### src/rtl/ddrphy_dll_update_ctrl.sv
// DDR PHY DLL update responder: arbitrates reset-controller, training and periodic
// requests, then runs a freeze -> update -> settle sequence and acknowledges the requester.
module ddrphy_dll_update_ctrl #(
    parameter int unsigned FREEZE_CYC = 4,
    parameter int unsigned UPDATE_CYC = 8,
    parameter int unsigned HOLD_CYC   = 4,
    parameter int unsigned PERIOD_CYC = 0
) (
    input  logic       clk,
    input  logic       rst,
    input  logic       dll_lock,
    input  logic       dll_update_req_rst_ctrl,
    output logic       dll_update_ack_rst_ctrl,
    input  logic       dll_update_req_train,
    output logic       dll_update_ack_train,
    input  logic       periodic_en,
    output logic       dll_freeze,
    output logic       dll_update,
    output logic       busy,
    output logic       lock_lost,
    output logic [7:0] update_cnt
);

    typedef enum logic [2:0] {
        S_IDLE,
        S_FREEZE,
        S_UPDATE,
        S_SETTLE,
        S_ACK
    } state_t;

    typedef enum logic [1:0] {
        G_NONE,
        G_RST,
        G_TRAIN,
        G_PER
    } grant_t;

    state_t      state_q, state_d;
    grant_t      grant_q, grant_d;
    logic [7:0]  cnt_q, cnt_d;
    logic [23:0] timer_q, timer_d;
    logic        pend_q, pend_d;

    logic [1:0]  req_rst_sync_q, req_rst_sync_d;
    logic [1:0]  req_train_sync_q, req_train_sync_d;
    logic [1:0]  lock_sync_q, lock_sync_d;

    logic        freeze_q, freeze_d;
    logic        update_q, update_d;
    logic        ack_rst_q, ack_rst_d;
    logic        ack_train_q, ack_train_d;
    logic        busy_q, busy_d;
    logic        lock_lost_q, lock_lost_d;
    logic [7:0]  update_cnt_q, update_cnt_d;

    logic        req_rst_s, req_train_s, dll_lock_s;
    logic        done;

    assign req_rst_s   = req_rst_sync_q[1];
    assign req_train_s = req_train_sync_q[1];
    assign dll_lock_s  = lock_sync_q[1];

    always_comb begin
        req_rst_sync_d   = {req_rst_sync_q[0], dll_update_req_rst_ctrl};
        req_train_sync_d = {req_train_sync_q[0], dll_update_req_train};
        lock_sync_d      = {lock_sync_q[0], dll_lock};
    end

    always_comb begin
        state_d = state_q;
        grant_d = grant_q;
        cnt_d   = cnt_q + 8'd1;
        done    = 1'b0;

        case (state_q)
            S_IDLE: begin
                cnt_d = '0;
                if (dll_lock_s) begin
                    if (req_rst_s) begin
                        grant_d = G_RST;
                        state_d = S_FREEZE;
                    end else if (req_train_s) begin
                        grant_d = G_TRAIN;
                        state_d = S_FREEZE;
                    end else if (pend_q) begin
                        grant_d = G_PER;
                        state_d = S_FREEZE;
                    end
                end
            end
            S_FREEZE: begin
                if (cnt_q == 8'(FREEZE_CYC - 1)) begin
                    state_d = S_UPDATE;
                    cnt_d   = '0;
                end
            end
            S_UPDATE: begin
                if (cnt_q == 8'(UPDATE_CYC - 1)) begin
                    state_d = S_SETTLE;
                    cnt_d   = '0;
                end
            end
            S_SETTLE: begin
                if (cnt_q == 8'(HOLD_CYC - 1)) begin
                    state_d = S_ACK;
                    cnt_d   = '0;
                end
            end
            S_ACK: begin
                cnt_d = '0;
                // Hardware requesters hold ACK until their req drops; periodic grants leave after one cycle.
                case (grant_q)
                    G_RST:   done = !req_rst_s;
                    G_TRAIN: done = !req_train_s;
                    default: done = 1'b1;
                endcase
                if (done) begin
                    state_d = S_IDLE;
                end
            end
            default: begin
                state_d = S_IDLE;
                cnt_d   = '0;
            end
        endcase
    end

    always_comb begin
        freeze_d     = (state_q == S_FREEZE) || (state_q == S_UPDATE);
        update_d     = (state_q == S_UPDATE);
        ack_rst_d    = (state_q == S_ACK) && (grant_q == G_RST);
        ack_train_d  = (state_q == S_ACK) && (grant_q == G_TRAIN);
        busy_d       = (state_q != S_IDLE);
        lock_lost_d  = lock_lost_q ||
                       (!dll_lock_s && ((state_q == S_FREEZE) || (state_q == S_UPDATE) ||
                                        (state_q == S_SETTLE)));
        update_cnt_d = done ? update_cnt_q + 8'd1 : update_cnt_q;
    end

    always_comb begin
        timer_d = timer_q;
        pend_d  = pend_q;
        if (done) begin
            timer_d = 24'(PERIOD_CYC);
            pend_d  = 1'b0;
        end else if (periodic_en && (PERIOD_CYC != 0)) begin
            if (timer_q == '0) begin
                pend_d = 1'b1;
            end else begin
                timer_d = timer_q - 24'd1;
            end
        end
    end

    always_ff @(posedge clk) begin
        if (rst) begin
            state_q          <= S_IDLE;
            grant_q          <= G_NONE;
            cnt_q            <= '0;
            timer_q          <= 24'(PERIOD_CYC);
            pend_q           <= 1'b0;
            req_rst_sync_q   <= '0;
            req_train_sync_q <= '0;
            lock_sync_q      <= '0;
            freeze_q         <= 1'b0;
            update_q         <= 1'b0;
            ack_rst_q        <= 1'b0;
            ack_train_q      <= 1'b0;
            busy_q           <= 1'b0;
            lock_lost_q      <= 1'b0;
            update_cnt_q     <= '0;
        end else begin
            state_q          <= state_d;
            grant_q          <= grant_d;
            cnt_q            <= cnt_d;
            timer_q          <= timer_d;
            pend_q           <= pend_d;
            req_rst_sync_q   <= req_rst_sync_d;
            req_train_sync_q <= req_train_sync_d;
            lock_sync_q      <= lock_sync_d;
            freeze_q         <= freeze_d;
            update_q         <= update_d;
            ack_rst_q        <= ack_rst_d;
            ack_train_q      <= ack_train_d;
            busy_q           <= busy_d;
            lock_lost_q      <= lock_lost_d;
            update_cnt_q     <= update_cnt_d;
        end
    end

    assign dll_freeze              = freeze_q;
    assign dll_update              = update_q;
    assign dll_update_ack_rst_ctrl = ack_rst_q;
    assign dll_update_ack_train    = ack_train_q;
    assign busy                    = busy_q;
    assign lock_lost               = lock_lost_q;
    assign update_cnt              = update_cnt_q;

endmodule

### config.mk
export PLATFORM = sky130hd
export DESIGN_NAME = ddrphy_dll_update_ctrl
export DESIGN_NICKNAME = d
export VERILOG_FILES = /design/src/rtl/ddrphy_dll_update_ctrl.sv
export SDC_FILE = /design/constraint.sdc
export NUM_CORES = 1
export LEC_CHECK = 0
export BUFFER_PORTS_ARGS = -buffer_cell sky130_fd_sc_hd__buf_4
export CAP_MARGIN = 20
export CORE_MARGIN = 8
export CORE_UTILIZATION = 40
export DETAILED_ROUTE_END_ITERATION = 8
export GPL_TIMING_DRIVEN = 0
export MAX_ROUTING_LAYER = met4
export PLACE_DENSITY_LB_ADDON = 0.15
export SLEW_MARGIN = 10
export SYNTH_ARGS = -nofsm -noshare
export SYNTH_HDL_FRONTEND = slang
export SYNTH_SLANG_ARGS = --single-unit
### constraint.sdc
create_clock -name clk -period 1.6 [get_ports clk]
set_input_delay 0.16 -clock clk [delete_from_list [all_inputs] [get_ports clk]]
set_output_delay 0.16 -clock clk [all_outputs]
set_load 0.005 [all_outputs]
**Yosys cells after proc, flatten, opt, wreduce, memory -nomap -nowiden**

Index checks and enable logic that the tools add are counted.

- Register bits: 33

- $add $sub $neg: 2
- Mux-type cells: 16
- Reduce and logical (&&, ||, !) cells: 15
- Eq/ne operators: 14

Operator list:

| operator | count |
|---|---|
| $mux W3 | 7 |
| $add A8 B1 Y8 const B | 2 |
| $mux W8 | 2 |
| $pmux W8 S2 | 1 |
| $pmux W3 S5 | 1 |
| $eq A8 B2 Y1 const B | 1 |
| $eq A8 B3 Y1 const B | 1 |
| $ne A2 B2 Y1 const B | 4 |
| $eq A3 B2 Y1 const B | 2 |
| $reduce_and A6 Y1 | 1 |
| $mux W2 | 2 |
| $eq A3 B1 Y1 const B | 1 |
| $eq A3 B3 Y1 const B | 1 |
| $logic_and A1 B1 Y1 | 3 |
| $logic_not A1 Y1 | 3 |
| $logic_not A3 Y1 | 1 |
| $logic_or A1 B1 Y1 | 3 |
| $ne A3 B3 Y1 const B | 1 |
| $reduce_and A3 Y1 | 1 |
| $reduce_bool A3 Y1 | 1 |
| $eq A2 B1 Y1 const B | 1 |
| $eq A2 B2 Y1 const B | 1 |
| $mux W1 | 2 |
| $ne A2 B1 Y1 const B | 1 |
| other kinds (3) | 3 |

**Depth between registers and ports, before layout**

Gate-level depths: netlist of the first run.

- Depth in word-level cells: 5
- Gate-level depth with buffers: 6

**Worst setup path after synthesis of the first run**

No wires, ideal clock.

- Path type: reg2reg
- From: reg cnt_q[3]
- To: reg state_q[1]
- Clock period less this slack: 1.567 ns
- Data arrival time: 1.439 ns
- Data required time: 1.472 ns
- Stages on the path, launching flop included: 5
- Path slack: 0.033 ns
- Path through: dfxtp_1 -> or3_1 -> or4b_1 -> xor2_1 -> nor3_2

- Cells in the longest elaborated chain, start to end: 3
- Elaborated cells on any way between the ends: 6
- Classes of those cells: 5 x eq/ne; 1 x reduce/logical

RTL lines:

| what | line | RTL |
|---|---|---|
| start: declaration | 41 | `logic [7:0] cnt_q, cnt_d;` |
| start signal: assignment | 176 | `cnt_q <= cnt_d;` |
| $eq A8 B2 Y1 or $eq A8 B3 Y1 (tied branches) | 93, 105, 99 |  |
| $ne A2 B2 Y1 (no line) or $ne A2 B1 Y1 (tied branches) | n/a |  |
| $reduce_and A6 Y1 (no line) (*) | n/a |  |
| end signal: assignment | 174 | `state_q <= state_d;` |
| end: declaration | 39 | `state_t state_q, state_d;` |

Every way passes the cells marked *; elsewhere a longest branch is shown, timed or not.
A chain may end at the register's enable or synchronous reset.

**Final worst setup path of the first run**

- From: reg cnt_q[4]
- To: reg state_q[1]

Same word-level chain as after synthesis.

==> impl_metrics.toml, run 1 <==
[sta]
max_slew_margin_pct = 60.80
skew_ps = 15.89
worstMarginPinSlew_ps = 585.9
final-hold-violation-count = 0
min_period_ps = 1551
fin_crit_sh_pct = 96.93
fin_hold_ws_ps = 35.82
slew_violations = 0
fmax_mhz = 644.8
finalSetupViolCount = 0

[placement]
numPortBuffers = 18
dp_hpwl_mm = 1.960
place.gp.congestion = 0.7271
dp.cells = 209

[global_route]
grt_max_degree = 11
grt_pass1_wl_mm = 4.505
grt_use_met2_pct = 15.49
track_usage_pct = 10.77
gr-total-overflow = 0
grtUsageMet3_pct = 3.504
grt_busiest_layer = "met2"
met1_usage_pct = 13.19
antenna_found_initial = 0
grt_pass1_vias = 1076

[synth]
synth_compound_area_share_pct = 11.32
yosys_warnings = 0
synth_nets = 155
synthFlopType = "dfxtp_1"
synth_edf_count = 0
synth_mux_area_share_pct = 1.461
yosysUniqueCellTypes = 37
synth_xor_area_share_pct = 6.393
syn_area_sq_um = 1370
synth.avg_cell_area_sq_um = 9.449
synthArstFlopShare_pct = 0
ys_ff_latch = 33
synthCells = 145
synthAdderAreaFrac_pct = 3.653
ys_seq_area_share_pct = 48.22
synth-simple-area-share_pct = 26.48
synth_top_family_by_area = "simple AND/OR/NAND/NOR gates"

[cts]
htreeDepth = 2
root_buffer = "clkbuf_4"
cts_tree = "built"
clkTransAtPathRegs_ps = 110
insertion_delay_ps = 330
postCtsHoldBufs = 0
cts_buffers = 5
cts_sinks = 33
clock_path_buffers = 2

[critical_path]
required_ps = 1870
critical_path.max_fanout = 3
critPathArrivalTime_ps = 1820
cp.depth = 4
crit_type = "reg -> reg"
cp-start-kind = "flip-flop"
cp_slowest_cell = "or4b_4"
crit_chain = "or3_4 > or4b_4 > xor2_2 > nor3_2"
reg2regPathDepth = 4
max_stage_delay_ps = 530
cp_num_buf_inv = 0
critPathCaptureType = "flip-flop"
crit_family = "simple AND/OR/NAND/NOR gates"

[cells_and_area]
diodes = 0
drive_gt1_share_pct = 33.33
fin_nets = 186
final_cells = 223
area_growth_pct = 32.06
final_cell_mix = "dfxtp_1, buf_4, nor2_1"
final_common_cell = "dfxtp_1"
fill_cells = 330

[hold_path]
hp-class = "in -> reg"
min_path_cells = 2

[power]
leakage_nw = 0.6959
ir_drop_uv = 599.9
p_per_area_nw_per_um2 = 841.9
finalPower_mw = 1.523

[die]
core.rowCount = 21
start_util_pct = 41.38
die_area_sq_um = 5554
die_width_um = 74.53
die_h_um = 74.53
pin_count = 20
coreArea_sq_um = 3311

[route]
route.detailed.drc = 0
wl_mm = 2.785
drtAntennaViolNets = 0
via_per_inst = 5.157
drt_iter0_drc = 32
vias = 1150
first_pass_iters = 4
routedWlPerCell_um = 12.49

[run]
drv_cap = 0

[status]
outcome = "finished clean"
flip-flops by register name, summed over array words and instances (netlist names), 2 cells and up:
name              flops
req_train_sync_q      2
cnt_q                 8
lock_sync_q           2
state_q               3
grant_q               2
update_cnt            8
req_rst_sync_q        2
cells in the mapped netlist, types with 2 or more instances:
cell type / n / share of area (%)
mux2i_1: 2 / 1.5
nor2_1: 16 / 4.4
nor3_1: 5 / 1.8
and2_1: 2 / 0.91
xor2_1: 8 / 5.1
xnor2_1: 2 / 1.3
a21oi_1: 7 / 2.6
nand2_1: 3 / 0.82
or3_1: 6 / 2.7
o21ai_0: 4 / 1.5
nor2b_1: 9 / 4.1
clkbuf_1: 5 / 1.4
and3_1: 3 / 1.4
ha_1: 4 / 3.7
or4b_1: 2 / 1.5
nand3_1: 6 / 2.2
nand4_1: 2 / 0.91
inv_1: 4 / 1.1
dfxtp_1: 33 / 48
o31ai_1: 2 / 1.1
o311ai_1: 2 / 1.3
nand2b_1: 3 / 1.4
metal layers:
layer	wire length [um]	vias up
met5	0	-
met4	19	0
met3	143	4
met2	1288	22
met1	1334	547
li1	-	577
stage by stage:
step	TNS [ps]	util (%)	setup WS, ps	instance area (sq um)
after floorplan	0	-	32.59	1370
after global placement	-497.2	47.20	-94.87	1563
after detailed placement	-1035	47.20	-163.1	1563
after CTS	-84.30	49.92	-39.73	1653
after global routing	-2.297	54.65	-1.352	1809
final	0	54.65	49.15	1809
final cells by class:
| type | instances | area, sq um | share of cell area, % |
|---|---|---|---|
| Clock inverter | 2 | 10.01 | 0.5532 |
| Timing Repair Buffer | 26 | 198.9 | 11.00 |
| Multi-Input combinational cell | 103 | 798.3 | 44.12 |
| Clock buffer | 6 | 41.29 | 2.282 |
| Inverter | 4 | 15.01 | 0.8299 |
| Sequential cell | 33 | 673.1 | 37.21 |
| Tap cell | 46 | 57.56 | 3.181 |
| Buffer | 3 | 15.01 | 0.8299 |
path summary, 6_finish.rpt:
| path | start | to | slack, ps |
|---|---|---|---|
| hold reg to reg | lock_sync_q[0]$_SDFF_PP0_ | lock_sync_q[1]$_SDFF_PP0_ | 440 |
| setup reg to reg | cnt_q[4]$_SDFF_PP0_ | state_q[1]$_SDFFE_PP0P_ | 50 |
| setup / recovery | cnt_q[4]$_SDFF_PP0_ | state_q[1]$_SDFFE_PP0P_ | 50 |
| hold / removal | rst | lock_sync_q[1]$_SDFF_PP0_ | 40 |
timing repair:
item / 4_1_cts / 5_1_grt
gates resized for setup: 10 / 24
setup buffers: 2 / 6
setup endpoints to repair: 16 / 16
pin swaps: 0 / 6
cells by family after synthesis:
| logic type | after synthesis |
|---|---|
| multiplexers | 2 |
| AO/OA/AOI/OAI | 23 |
| AND/OR/NAND/NOR | 64 |
| XOR/XNOR | 10 |
| buffers and inverters | 9 |
| flip-flops | 33 |
| adder cells (fa/ha/maj) | 4 |
power breakdown:
part / switching (mW) / total, mW / internal [mW]
clock: 0.274 / 0.441 / 0.167
sequential: 0.0217 / 0.881 / 0.859
combinational: 0.107 / 0.201 / 0.0943
worst register-to-register path: cells and delay by family, from the launching register on:
kind                      cells  cell delay [ps]
DFF                           1              340
xor gates and xnor gates      1              160
and+or+nand+nor               3              980
Power figures use the tool's default switching activity.
==> inputs of run 2 (changes only) <==
==> constraint.sdc (replaced) <==
create_clock -name clk -period 1.95 [get_ports clk]
set_input_delay 0.195 -clock clk [delete_from_list [all_inputs] [get_ports clk]]
set_output_delay 0.195 -clock clk [all_outputs]
set_load 0.005 [all_outputs]
==> run 2 against run 1 <==
  * Total power shrank 21%
  * Register-to-register slack better by 150 ps
  * Global-route usage decreased by 0.17 points
  * Worst setup slack better by 150 ps
  * Utilization shrank 5.9 points
  * Critical path depth increased by 1
  * Sequential power decreased by 19%
  * Cell area is 11% lower
  * Critical path type unchanged
  * Sequential share of layout area grew 3.7 points
  * First-iteration DRC count down 53%
  * Clock power fell by 19%
==> impl_metrics.toml, run 2 (synthesized netlist as in run 1, its figures left out) <==
[sta]
fin_crit_sh_pct = 89.72
worstMarginPinSlew_ps = 592.4
timing.setup.tns_ps = 0
skew_ps = 18.14
rsz0062_at_grt = "false"
fmax_mhz = 571.6
final-hold-violation-count = 0
max_slew_margin_pct = 60.17
slew_violations = 0
min_period_ps = 1749
finalSetupViolCount = 0

[critical_path]
critPathCaptureType = "flip-flop"
critical_path.max_fanout = 5
r2r_end = "update_cnt[1]$_SDFFE_PP0P_"
cp-start-kind = "flip-flop"
crit_start = "grant_q[0]$_SDFFE_PP0P_"
crit_type = "reg -> reg"
required_ps = 2160
r2r_start = "grant_q[0]$_SDFFE_PP0P_"
reg2regPathDepth = 5
r2r_slack_ps = 200
critPathArrivalTime_ps = 1950

[placement]
dp.cells = 209
dp_hpwl_mm = 1.960
place.gp.congestion = 0.7271
numPortBuffers = 18

[cells_and_area]
final_cell_mix = "dfxtp_1, buf_4, nor2_1, nor2b_1, xor2_1"
drive_gt1_share_pct = 16.96
final_common_cell = "dfxtp_1"
diodes = 0
final_cells = 217
area_growth_pct = 17.81
fill_cells = 358
fin_nets = 180
final_util_pct = 48.75

[power]
leakage_nw = 0.6398
p_per_area_nw_per_um2 = 745.4
ir_drop_uv = 476.1

[hold_path]
min_path_cells = 2
hold_start = "rst"
holdPathEnd = "lock_sync_q[1]$_SDFF_PP0_"
hp-class = "in -> reg"

[cts]
clock_path_buffers = 2
cts_buffers = 5
cts_tree = "built"
root_buffer = "clkbuf_4"
insertion_delay_ps = 330
cts_resized = 0
htreeDepth = 2
cts_sinks = 33
postCtsHoldBufs = 0
post_cts_buffers = 0
clkTransAtPathRegs_ps = 100

[global_route]
grt_max_degree = 11
grt_pass1_vias = 1049
grtUsageMet3_pct = 3.504
grt_pass1_wl_mm = 4.422
gr-total-overflow = 0
grt_use_met2_pct = 15.00
track_usage_pct = 10.60
grt_busiest_layer = "met2"
antenna_found_initial = 0
met1_usage_pct = 13.11

[status]
outcome = "finished clean"

[route]
drtAntennaViolNets = 0
via_per_inst = 5.124
vias = 1112
first_pass_iters = 4
drt_iter0_drc = 15
routedWlPerCell_um = 11.87
wl_mm = 2.576
route.detailed.drc = 0

[die]
die_h_um = 74.53
die_width_um = 74.53
core.rowCount = 21
start_util_pct = 41.38
pin_count = 20
coreArea_sq_um = 3311
die_area_sq_um = 5554

[run]
drv_cap = 0
run 2: critical path, stage by stage, from the launching register on:
cell	delay, ps
dfxtp_1	350
inv_1	70
ha_1	360
o31ai_1	570
mux2i_1	250
nor2_1	50
run 2: worst max path at each step:
stage	end	slack, ps	cells after the start
floorplan	state_q[1]$_SDFFE_PP0P_	380	4
global placement	update_cnt[1]$_SDFFE_PP0P_	260	5
detailed placement	update_cnt[1]$_SDFFE_PP0P_	190	6
CTS	update_cnt[1]$_SDFFE_PP0P_	170	5
global route	update_cnt[4]$_SDFFE_PP0P_	30	5
finish	update_cnt[1]$_SDFFE_PP0P_	200	5
run 2: layer usage:
metal / up-vias / wire [um]
met5: - / 0
met4: 0 / 31
met3: 5 / 142
met2: 21 / 1125
met1: 522 / 1276
li1: 564 / -
run 2: stage by stage:
stage / setup WS, ps / hold WS (ps) / area, sq um / total power [mW]
floorplan: 382.6 / 266.6 / 1370 / 0.8173
global placement: 255.1 / 408.1 / 1563 / 0.8633
detailed placement: 186.9 / 410.1 / 1563 / 0.8641
CTS: 174.1 / 60.84 / 1614 / 1.221
global route: 27.92 / 67.98 / 1614 / 1.264
finish: 200.5 / 76.06 / 1614 / 1.203
run 2: area by class of cell:
cell class,count,area [sq um],share of cell area [%]
clock buffer,6,41.29,2.558
multi-input combinational,103,675.6,41.86
tap,46,57.56,3.566
buffer,5,18.77,1.163
timing repair buffer,18,135.1,8.372
clock inverter,2,10.01,0.6202
inverter,4,15.01,0.9302
sequential,33,660.6,40.93
run 2: power breakdown:
group / internal [mW] / total (mW) / switching (mW)
sequential: 0.703 / 0.714 / 0.0114
combinational: 0.0546 / 0.134 / 0.0789
clock: 0.137 / 0.356 / 0.218
total: 0.894 / 1.20 / 0.309
